`src/rtl/wb_pkg.sv`:
```
// wb_pkg: shared entry layout and mask constants for the write buffer
package wb_pkg;
  localparam int MASK_W = 4;
  localparam int ENTRY_W = 32;
  localparam logic [MASK_W-1:0] FULL_MASK = '1;
  typedef struct packed {
    logic [ENTRY_W-1:0] addr;
    logic [ENTRY_W-1:0] data;
    logic [MASK_W-1:0]  mask;
  } entry_t;
endpackage

```
`src/rtl/wb_match.sv`:
```
// wb_match: word-address compare of a load against all valid entries, reporting the youngest match
module wb_match
  import wb_pkg::*;
#(
  parameter int WIDTH = 32,
  parameter int DEPTH = 4,
  localparam int PW = $clog2(DEPTH)
) (
  input  entry_t            mem [DEPTH],
  input  logic [DEPTH-1:0]  valid,
  input  logic [PW-1:0]     rp,
  input  logic [WIDTH-1:0]  ld_addr,
  output logic              hit,
  output logic              yfull,
  output logic [WIDTH-1:0]  ydata
);
  logic [PW-1:0] idx;
  // walk oldest to youngest from the read pointer so the last match seen is the youngest
  always_comb begin
    hit = 1'b0;
    yfull = 1'b0;
    ydata = '0;
    idx = rp;
    for (int k = 0; k < DEPTH; k++) begin
      idx = rp + PW'(k);
      if (valid[idx] && ((WIDTH'(mem[idx].addr) ^ ld_addr) >> 2) == '0) begin
        hit = 1'b1;
        yfull = mem[idx].mask == FULL_MASK;
        ydata = WIDTH'(mem[idx].data);
      end
    end
  end
endmodule

```
`src/rtl/write_buffer.sv`:
```
// write_buffer: store FIFO between memory stage and RAM; WRITE_BUFFER_FORWARD_EN enables full-word load forwarding
module write_buffer
  import wb_pkg::*;
#(
  parameter int WIDTH = 32,
  parameter int DEPTH = 4
) (
  input  logic                     clk,
  input  logic                     rst,
  input  logic                     st_valid,
  input  logic [WIDTH-1:0]         st_addr,
  input  logic [WIDTH-1:0]         st_data,
  input  logic [MASK_W-1:0]        st_mask,
  input  logic                     ld_valid,
  input  logic [WIDTH-1:0]         ld_addr,
  output logic                     stall,
  output logic                     fwd_hit,
  output logic [WIDTH-1:0]         fwd_data,
  output logic                     ram_wen,
  output logic [WIDTH-1:0]         ram_addr,
  output logic [WIDTH-1:0]         ram_wd,
  output logic [MASK_W-1:0]        ram_mask,
  input  logic                     ram_ready,
  output logic                     empty,
  output logic [$clog2(DEPTH):0]   count
);
  localparam int PW = $clog2(DEPTH);
  entry_t mem [DEPTH];
  logic [DEPTH-1:0] valid;
  logic [PW-1:0] rp, wp;
  logic full, pop, push, hit, yfull, fwd_ok;
  logic [WIDTH-1:0] ydata;
  wb_match #(.WIDTH(WIDTH), .DEPTH(DEPTH)) u_match (
    .mem(mem), .valid(valid), .rp(rp), .ld_addr(ld_addr),
    .hit(hit), .yfull(yfull), .ydata(ydata)
  );
  assign empty = count == '0;
  assign full = count == (PW+1)'(DEPTH);
  assign ram_wen = !empty;
  assign ram_addr = WIDTH'(mem[rp].addr);
  assign ram_wd = WIDTH'(mem[rp].data);
  assign ram_mask = mem[rp].mask;
`ifdef WRITE_BUFFER_FORWARD_EN
  assign fwd_ok = hit && yfull;
  assign fwd_hit = ld_valid && !st_valid && fwd_ok;
  assign fwd_data = fwd_hit ? ydata : '0;
`else
  logic fwd_unused;
  assign fwd_unused = ^{yfull, ydata};
  assign fwd_ok = 1'b0;
  assign fwd_hit = 1'b0;
  assign fwd_data = '0;
`endif
  assign stall = st_valid ? full && !ram_ready : ld_valid && hit && !fwd_ok;
  assign pop = ram_wen && ram_ready;
  assign push = st_valid && !stall;
  // pointers, occupancy and valid bits; a simultaneous pop and push on a full buffer share a slot, so the push's set wins
  always_ff @(posedge clk) begin
    if (rst) begin
      rp <= '0;
      wp <= '0;
      count <= '0;
      valid <= '0;
    end else begin
      if (pop) begin
        rp <= rp + PW'(1);
        valid[rp] <= 1'b0;
      end
      if (push) begin
        wp <= wp + PW'(1);
        valid[wp] <= 1'b1;
      end
      count <= count + (PW+1)'(push) - (PW+1)'(pop);
    end
  end
  // entry storage needs no reset since valid bits gate every use
  always_ff @(posedge clk) begin
    if (push) mem[wp] <= '{addr: ENTRY_W'(st_addr), data: ENTRY_W'(st_data), mask: st_mask};
  end
endmodule

```
`config.mk`:
```
export PLATFORM = sky130hd
export DESIGN_NAME = write_buffer
export DESIGN_NICKNAME = d
export VERILOG_FILES = /design/src/rtl/wb_pkg.sv /design/src/rtl/wb_match.sv /design/src/rtl/write_buffer.sv
export SDC_FILE = /design/constraint.sdc
export NUM_CORES = 1
export LEC_CHECK = 0
export BUFFER_PORTS_ARGS = -buffer_cell sky130_fd_sc_hd__buf_4
export CORE_UTILIZATION = 50
export CTS_CLUSTER_DIAMETER = 50
export CTS_CLUSTER_SIZE = 25
export DETAILED_ROUTE_END_ITERATION = 8
export PLACE_DENSITY = 0.79
export SKIP_CTS_REPAIR_TIMING = 1
export SLEW_MARGIN = 20
export SYNTH_ARGS = -nofsm -noshare
export SYNTH_HDL_FRONTEND = slang
export SYNTH_SLANG_ARGS = --single-unit
```
`constraint.sdc`:
```
create_clock -name clk -period 3.6 [get_ports clk]
set_input_delay 0.18 -clock clk [delete_from_list [all_inputs] [get_ports clk]]
set_output_delay 0.18 -clock clk [all_outputs]
set_load 0.01 [all_outputs]
```
## Yosys cells after proc, flatten, opt, wreduce, memory -nomap -nowiden

Index checks and enable logic that the tools add are counted.

- Flip-flop bits (word level): 283
- Latch bits: 0
- Bits in writable memories: 0
- Bits in read-only memories: 0
- Bits of input ports: 105
- Output and inout port bits: 107
- Logic and storage cells: 102
- Memories: 0

- Add/sub/neg operators: 6
- Multipliers: 0
- Divide/modulo/power cells: 0
- Order comparisons: 13
- Equal/unequal tests: 1
- Shifts and indexed selects: 0
- Mux-type cells: 35
- Bitwise operators: 12
- Reduce and logical (&&, ||, !) cells: 19

Operators with widths:

| kind | number |
|---|---|
| $mux W68 | 9 |
| $bmux W68 S2 | 4 |
| $bwmux W272 | 1 |
| $demux W68 S2 | 1 |
| $logic_not A32 Y1 | 4 |
| $xor A32 B32 Y32 | 4 |
| $ge A3 B3 Y1 const B | 5 |
| $lt A2 B3 Y1 const B | 5 |
| $not A2 Y3 | 5 |
| $mux W4 | 3 |
| $logic_and A1 B1 Y1 | 11 |
| $mux W1 | 11 |
| $bmux W1 S2 | 4 |
| $add A2 B1 Y2 const B | 2 |
| $add A2 B2 Y2 const B | 2 |
| $and A4 B4 Y4 | 1 |
| $demux W1 S2 | 2 |
| $ge A2 B1 Y1 const B | 2 |
| $not A4 Y4 | 1 |
| $or A4 B4 Y4 | 1 |
| $add A3 B1 Y3 | 1 |
| $eq A3 B3 Y1 const B | 1 |
| $logic_not A1 Y1 | 3 |
| $logic_not A3 Y1 | 1 |
| 2 further kinds | 2 |

## Longest topological paths before layout

Gate-level depths: netlist of the first run.

- Word-level depth: 17
- Mapped depth: 15
- Gate-level depth less buffers: 10

## Hierarchy

A second synthesis of the first run with hierarchy kept.

- Cells, all modules: 1,551
- Area total of the unflattened synthesis: 19,748.9 µm²

By module, submodules not included:

| module | times used | cells each | area each (µm²) | seq. area each (µm²) |
|---|---|---|---|---|
| write_buffer | 1 | 466 | 10,681.5 | 8,388.0 |
| wb_match | 1 | 1,085 | 9,067.4 | 0.0 |

## Worst setup path before layout of the first run

OpenSTA, ideal clock, no wires.

- Path kind: reg-to-output
- Start: register rp[1]
- End: output stall
- Arrival: 3,726 ps
- Data required time: 3,420 ps
- Path slack: -306 ps
- Cell stages (with the launch flop): 16
- Path buffers: 6
- Cell sequence: dfxtp_1 -> buf_2 -> buf_2 -> inv_2 -> buf_1 -> buf_1 -> ha_1 -> buf_2 -> inv_1 -> buf_1 -> mux2i_1 -> xor2_1 -> nand4_1 -> nor4_1 -> a32oi_1 -> a31oi_1

- Longest elaborated chain between the ends: 13
- Elaborated cells on any way between the ends: 45
- Classes of those cells: 3 x add/sub; 25 x mux; 8 x bitwise; 9 x reduce/logical

RTL lines:

| element | line | text |
|---|---|---|
| start, declared | write_buffer.sv:30 | `logic [PW-1:0] rp, wp;` |
| start signal, assigned | write_buffer.sv:66 | `rp <= rp + PW'(1);` |
| $add A2 B1 Y2 / $not A2 Y3 (equally long branches) | wb_match.sv:25, wb_match.sv:26 |  |
| $not A2 Y3 (not written as such) / $bmux W68 S2 (equally long branches) | n/a |  |
| $bmux W68 S2 / $mux W68 (equally long branches) | n/a |  |
| $mux W68 (on tied branches) | n/a |  |
| $mux W68 / $xor A32 B32 Y32 (equally long branches) | n/a |  |
| $xor A32 B32 Y32 / $logic_not A32 Y1 (equally long branches) | wb_match.sv:26 | `if (valid[idx] && ((WIDTH'(mem[idx].addr) ^ ld_addr) >> 2) == '0) begin` |
| $logic_not A32 Y1 / $logic_and A1 B1 Y1 (equally long branches) | wb_match.sv:26 |  |
| $logic_and A1 B1 Y1 / $mux W1 (equally long branches) | wb_match.sv:26 |  |
| $mux W1 (2 in series) | wb_match.sv:26 |  |
| $mux W1 * | wb_match.sv:26 |  |
| $logic_and A1 B1 Y1 * | write_buffer.sv:54 | `assign stall = st_valid ? full && !ram_ready : ld_valid && hit && !fwd_ok;` |
| $mux W1 * | write_buffer.sv:54 |  |
| end, declared | write_buffer.sv:16 | `output logic stall,` |

Every way passes the cells marked *; elsewhere a longest branch is shown, timed or not. The select of a mux whose other input is x is not followed.

## Worst setup path in the final report of the first run

Ends and elaborated chain as after synthesis.

==> out/results.tsv, run 1 <==
stage	metric	value	unit
run_status	outcome	complete, no violations	
sta	fmax	0.283	GHz
synth	avgSynthCellArea	15.9	um2
route	drtAntennaViolNets	0	
setup_path	crit_path_frequent_cell	buf_4	
worst_hold_path	hold_path.class	in2reg	
setup_path	worst-path-buf-inv	4	
sta	slew_viol_final	0	
clocking	insertion_delay	540	ps
setup_path	critPathLaunchType	register	
layout	finalNetCount	1303	
run	maxCapViolCount	0	
floorplan	die_y	172	um
floorplan	core-area	28600	um2
clocking	cts_tree	done	
floorplan	die_area	29800	um2
synth	synth_area	14500	um2
synth	synth_top_area_cell	edfxtp_1	
clocking	cts_max_level	1	
setup_path	path_max_fanout	5	
worst_hold_path	worstHoldStart	ram_ready	
layout	utilization	64.2	%
power_and_ir_drop	power.total	12.4	mW
synth	yosys-top-cells-area	edfxtp_1, mux4_2, mux2i_1	
synth	yosysMostFrequentCell	edfxtp_1	
setup_path	crit_family	compound AO/OA/AOI/OAI gates	
synth	synth_edf_count	272	
synth	yosysSeqAreaShare	57.7	%
floorplan	fp.dieW	172	um
layout	fillers	2039	
synth	synth_cell_type_count	58	
clocking	cts_root_buf	clkbuf_16	
power_and_ir_drop	vdd_drop_max	0.556	mV
grt	grt_overflow_total	0	
route	avgViaCountPerCell	5.93	
setup_path	path_cells	inv_4, ha_4, buf_12, mux4_2, xnor2_2, nand4_1, a2111oi_4, buf_4, a41oi_2, a31oi_2, buf_4	
setup_path	crit_start	rp[1]$_SDFFE_PP0P_	
synth	synth_ff_type	edfxtp_1	
layout	drive_gt1_share	35.1	%
placed_design	place_congestion	0.953	
sta	setup_violations	0	
clocking	cts-buffers-inserted	29	
layout	multi_input_area	5680	um2
power_and_ir_drop	cellLeakagePower	6.44	nW
grt	grt_pass1_vias	8978	
floorplan	row_count	62	
grt	grt_pass1_wl	53300	um
synth	netlist_instances	913	
route	dr_total_vias	9451	
synth	synth_top_area_share	56.2	%
setup_path	critPathKind	reg2out	
sta	tightest_slew	768	ps
floorplan	io_pins	212	
grt	grt_max_degree	64	
synth	ys_warn_count	0	
sta	fin_crit	3530	ps
setup_path	crit_slowest_cell	mux4_2	
setup_path	cp.arrival	3350	ps
route	drcViolationCount	0	
setup_path	required	3420	ps
setup_path	crit_path_max_incr_delay	530	ps
placed_design	portBuffers	176	
synth	ys_top_cells_by_count	edfxtp_1, mux2i_1, mux4_2, xnor2_1, buf_4	
layout	layout-area-overhead-vs-synth	26.4	%
clocking	clk_pin_slew_worst_paths	70	ps
synth	ys_seq_elements	283	
grt	antenna_found_initial	2	
setup_path	rrSetupSlack	1080	ps
route	drtIter0Drc	747	
sta	fin_skew	17.2	ps
sta	post-route-period-util	98.0	%
clocking	clock-sinks	283	
clocking	cts.path.max_buffers	3	
grt	grt_usage	24.6	%
route	drt_first_pass_iters	5	
route	wl_per_cell	24.5	um
synth	synthArstFlopShare	0	%
layout	seqCellArea	8400	um2
placed_design	dp_hpwl	25600	um
sta	slew_headroom	48.8	%
power_and_ir_drop	pwr_density_cell	675	nW/um2
floorplan	initial_core_util	50.8	%
route	wl	39100	um
setup_path	worstReg2RegStart	count[1]$_SDFF_PP0_	
setup_path	endpoint_kind	primary output	
sta	hold_violations	0	
[registers in the layout, summed over array words and instances, names as in the netlist]
register  flops
wp            2
valid         4
mem         272
rp            2
count         3
[cell families (layout without fill, tap and decap cells)]
kind of cell | count (synthesis) | after routing | synth area share [%]
muxes | 202 | 202 | 21.8
buffers and inverters | 116 | 380 | 4.99
xor gates and xnor gates | 95 | 95 | 5.73
and+or+nand+nor | 99 | 99 | 3.58
DFF | 283 | 283 | 57.7
adders and majority gates | 11 | 11 | 0.999
AOI/OAI and AO/OA | 106 | 106 | 5.18
other | 1 | 34 | 0.0258
[layout by cell type, fill, tap and decap left out, drive strengths merged, types with 14 or more instances in the layout]
cell type,n
buf,232
nor4,14
a21oi,20
o22ai,14
xor2,26
conb,33
edfxtp,272
dlygate4sd3,69
clkbuf,36
mux2i,106
xnor2,69
inv,35
mux4,88
nor2,34
[final timing paths]
kind	cells after the start	end
worst min-delay path	4	wp[0]$_SDFFE_PP0N_
worst min register to register	2	wp[1]$_SDFFE_PP0N_
worst max-delay path	11	stall
worst max register to register	9	count[2]$_SDFF_PP0_
[layer usage]
metal / GRT usage [%] / vias up / part of all wire, %
met2: 39.8 / 455 / 49
met1: 30.7 / 4767 / 39
met3: 7.53 / 101 / 8.4
met4: 10.5 / 2 / 4.0
met5: 0 / - / 0.026
li1: - / 4126 / -
[through the flow]
| stage | instance area (um2) | cells | TNS (ps) | setup slack, ps | hold WS (ps) |
|---|---|---|---|---|---|
| after global routing | 18400 | 1594 | -10.9 | -10.9 | 261 |
| final | 18400 | 1594 | 0 | 70.3 | 245 |
| after floorplan | 14700 | 945 | 0 | 29.9 | 252 |
| after detailed placement | 16100 | 1444 | 0 | 223 | 382 |
| after CTS | 17100 | 1497 | -370 | -370 | -191 |
| after global placement | 16100 | 1444 | 0 | 247 | 379 |
[worst reg2reg max path, cell delays in order, from the launching register on]
cell     delay [ps]
dfxtp_1         360
or3_1           430
and2_1          290
ha_1            320
inv_1            50
ha_1            200
fa_1            380
xnor2_1         180
xnor2_1         140
nor2_1           60
[report_power, final]
part           switching (mW)  internal [mW]  total (mW)
sequential              0.132           3.92        4.05
clock                    1.47           1.66        3.13
combinational            2.63           2.59        5.22
total                    4.23           8.17        12.4
[layout make-up]
class,count,share of cell area (%)
Antenna cell,1,0.0136
Clock buffer,30,3.97
Clock inverter,23,1.52
Inverter,20,0.436
Multi-Input combinational cell,546,30.9
Sequential cell,283,45.7
Tap cell,384,2.61
Timing Repair Buffer,307,14.8
(Power assumes the default switching activity.)
==> run 2, diff against run 1 <==
--- a/config.mk
+++ b/config.mk
@@ -5,7 +5,7 @@
 export SDC_FILE = /design/constraint.sdc
 export NUM_CORES = 1
 export LEC_CHECK = 0
-export BUFFER_PORTS_ARGS = -buffer_cell sky130_fd_sc_hd__buf_4
+export BUFFER_PORTS_ARGS = -buffer_cell sky130_fd_sc_hd__buf_2
 export CORE_UTILIZATION = 50
 export CTS_CLUSTER_DIAMETER = 50
 export CTS_CLUSTER_SIZE = 25
==> run 2 against run 1 <==
Maximum frequency decreased by 0.19%. Clock power is 4% lower. Critical path depth decreased by 1. Critical endpoint unchanged.
==> out/results.tsv, run 2 (synthesis gave the netlist of run 1 again) <==
stage	metric	value	unit	change
layout	multi_input_area	5720	um2	+0.66%
clocking	cts.path.max_buffers	3		unchanged
power_and_ir_drop	p_switching	4.12	mW	-2.7%
setup_path	path_cells	buf_16, buf_16, mux2i_1, mux2i_1, inv_1, o221ai_1, nor4_1, nand4_1, a31oi_2, buf_2		
floorplan	fp.dieW	172	um	unchanged
sta	setup_slack	63.6	ps	-6.62 ps
clocking	cts_root_buf	clkbuf_16		
layout	seqCellArea	8400	um2	unchanged
setup_path	cp.arrival	3360	ps	about the same
grt	antenna_found_initial	4		+2
grt	grt_max_degree	93		+45%
power_and_ir_drop	cellLeakagePower	6.22	nW	-3.5%
sta	hold_violations	0		unchanged
layout	layout_common_cells	edfxtp_1, buf_2, mux2i_1, mux4_2, dlygate4sd3_1		
run_status	outcome	complete, no violations		
setup_path	critPathKind	reg2out		
layout	largest_reg_flops	272		unchanged
setup_path	timing.rr.end	count[2]$_SDFF_PP0_		
setup_path	worstReg2RegStart	count[1]$_SDFF_PP0_		
floorplan	die_y	172	um	unchanged
setup_path	required	3420	ps	about the same
setup_path	rrSetupSlack	1140	ps	+60 ps
setup_path	r2r_cells	9		unchanged
power_and_ir_drop	swShare	34.2	%	+0.098 points
floorplan	core-area	28600	um2	unchanged
setup_path	critPathLaunchType	register		
route	avgViaCountPerCell	5.99		+0.99%
power_and_ir_drop	pwr_density_cell	673	nW/um2	-0.21%
power_and_ir_drop	vdd_drop_max	0.471	mV	-15%
sta	fin_skew	25.4	ps	+8.16 ps
grt	grt_usage	24.7	%	+0.078 points
setup_path	crit_slowest_cell	mux2i_1		
floorplan	row_count	62		unchanged
route	wl_per_cell	24.7	um	+0.86%
power_and_ir_drop	p_clk_share	24.9	%	-0.3 points
layout	fin_area	17900	um2	-2.8%
sta	slew_viol_final	0		unchanged
route	wl	39100	um	+0.10%
setup_path	endpoint_kind	primary output		
layout	layout.cells.most_common	edfxtp_1		
grt	grt_pass1_vias	8846		-1.5%
sta	post-route-period-util	98.2	%	+0.18 points
placed_design	dp_hpwl	25600	um	about the same
route	drtIter0Drc	883		+18%
sta	fmax	0.283	GHz	-0.19%
clocking	clock-sinks	283		unchanged
power_and_ir_drop	power.internal	7.91	mW	-3.1%
placed_design	portBuffers	176		unchanged
power_and_ir_drop	power_frac_comb	41.4	%	-0.7 points
sta	fin_crit	3540	ps	+6.62 ps
placed_design	placedCellCount	1434		-0.69%
setup_path	crit_path_max_incr_delay	530	ps	about the same
layout	fillers	2090		+2.5%
layout	regMostFlops	mem		
sta	setup_violations	0		unchanged
clocking	clk_pin_slew_worst_paths	60	ps	about the same
layout	layout-area-overhead-vs-synth	22.9	%	
route	drtAntennaViolNets	0		unchanged
route	dr_total_vias	9473		+0.23%
grt	grt_overflow_total	0		unchanged
sta	tightest_slew	720	ps	-47.7 ps
placed_design	placed_area	15700	um2	-2.9%
floorplan	io_pins	212		unchanged
layout	finalNetCount	1288		-1.2%
clocking	cts_max_level	1		unchanged
grt	grt_pass1_wl	53800	um	+0.87%
worst_hold_path	holdPathStages	4		unchanged
placed_design	place_congestion	0.962		+1.0%
route	drcViolationCount	0		unchanged
layout	drive_gt1_share	34.2	%	-0.90 points
layout	instances_no_fill	1582		-0.75%
worst_hold_path	hold_path.class	in2reg		
clocking	cts-buffers-inserted	28		-3.4%
sta	slew_headroom	52.0	%	+3.2 points
placed_design	pre_cts_ws	207	ps	-16.1 ps
setup_path	path_max_fanout	16		+11
clocking	insertion_delay	580	ps	+40 ps
layout	reg_top3	mem: 272 flops, valid: 4 flops, count: 3 flops		
power_and_ir_drop	power.total	12.0	mW	-3.0%
worst_hold_path	hold_end	rp[0]$_SDFFE_PP0P_		
power_and_ir_drop	seq_power_share	33.7	%	+1.0 points
floorplan	die_area	29800	um2	unchanged
run	maxCapViolCount	0		unchanged
clocking	cts_tree	done		
floorplan	initial_core_util	50.8	%	unchanged
route	drt_first_pass_iters	5		unchanged
worst_hold_path	worstHoldStart	ram_ready		
sta	whs	223	ps	-22.0 ps
-- run 2: cell count changes in the layout (fill, tap and decap cells not counted), sizes merged --
cell      change
buf          -14
inv           -9
clkinvlp      +4
clkinv        +3
diode         +3
bufinv        +1
-- run 2: critical path: cells and delay by family (launching register included) --
kind	cells	cell delay, ps
and+or+nand+nor	2	490
buffers and inverters	4	670
AOI/OAI and AO/OA	2	430
DFF	1	370
muxes	2	800
-- run 2: area by class of cell --
type,count,share of cell area [%]
Sequential cell,283,47.0
Multi-Input combinational cell,546,32.0
Timing Repair Buffer,293,12.4
Clock buffer,30,3.96
Tap cell,384,2.69
Clock inverter,22,1.45
Inverter,20,0.420
Antenna cell,4,0.0560
-- run 2: power by group through the flow --
stage               clock, mW  sequential (mW)  combinational [mW]
finish                   3.00             4.05                4.98
CTS                      3.04             4.04                4.34
floorplan                   0             4.09                3.15
detailed placement          0             4.11                4.31
global route             3.15             4.08                5.28
global placement            0             4.09                4.28
-- run 2: routing by layer --
metal	GRT usage, %	routed length (um)	share of wire, %
met3	6.00	3260	8.3
met5	0	0	0
met4	7.93	1050	2.7
met2	40.5	19400	49
met1	32.5	15500	40
-- run 2: how the worst max path moves through the flow --
stage	depth (start not counted)	from	endpoint	slack [ps]
after floorplan	15	rp[1]$_SDFFE_PP0P_	stall	30
after global placement	9	rp[0]$_SDFFE_PP0P_	stall	200
after detailed placement	10	rp[0]$_SDFFE_PP0P_	stall	210
after CTS	10	rp[0]$_SDFFE_PP0P_	stall	-360
after global routing	11	rp[0]$_SDFFE_PP0P_	stall	-50
final	10	rp[0]$_SDFFE_PP0P_	stall	60
-- run 2: through the flow --
| stage | utilization, % | setup TNS [ps] |
|---|---|---|
| floorplan | - | 0 |
| global placement | 54.7 | 0 |
| detailed placement | 54.7 | 0 |
| finish | 62.4 | 0 |
| global route | 62.4 | -48.8 |
| CTS | 58.1 | -362 |
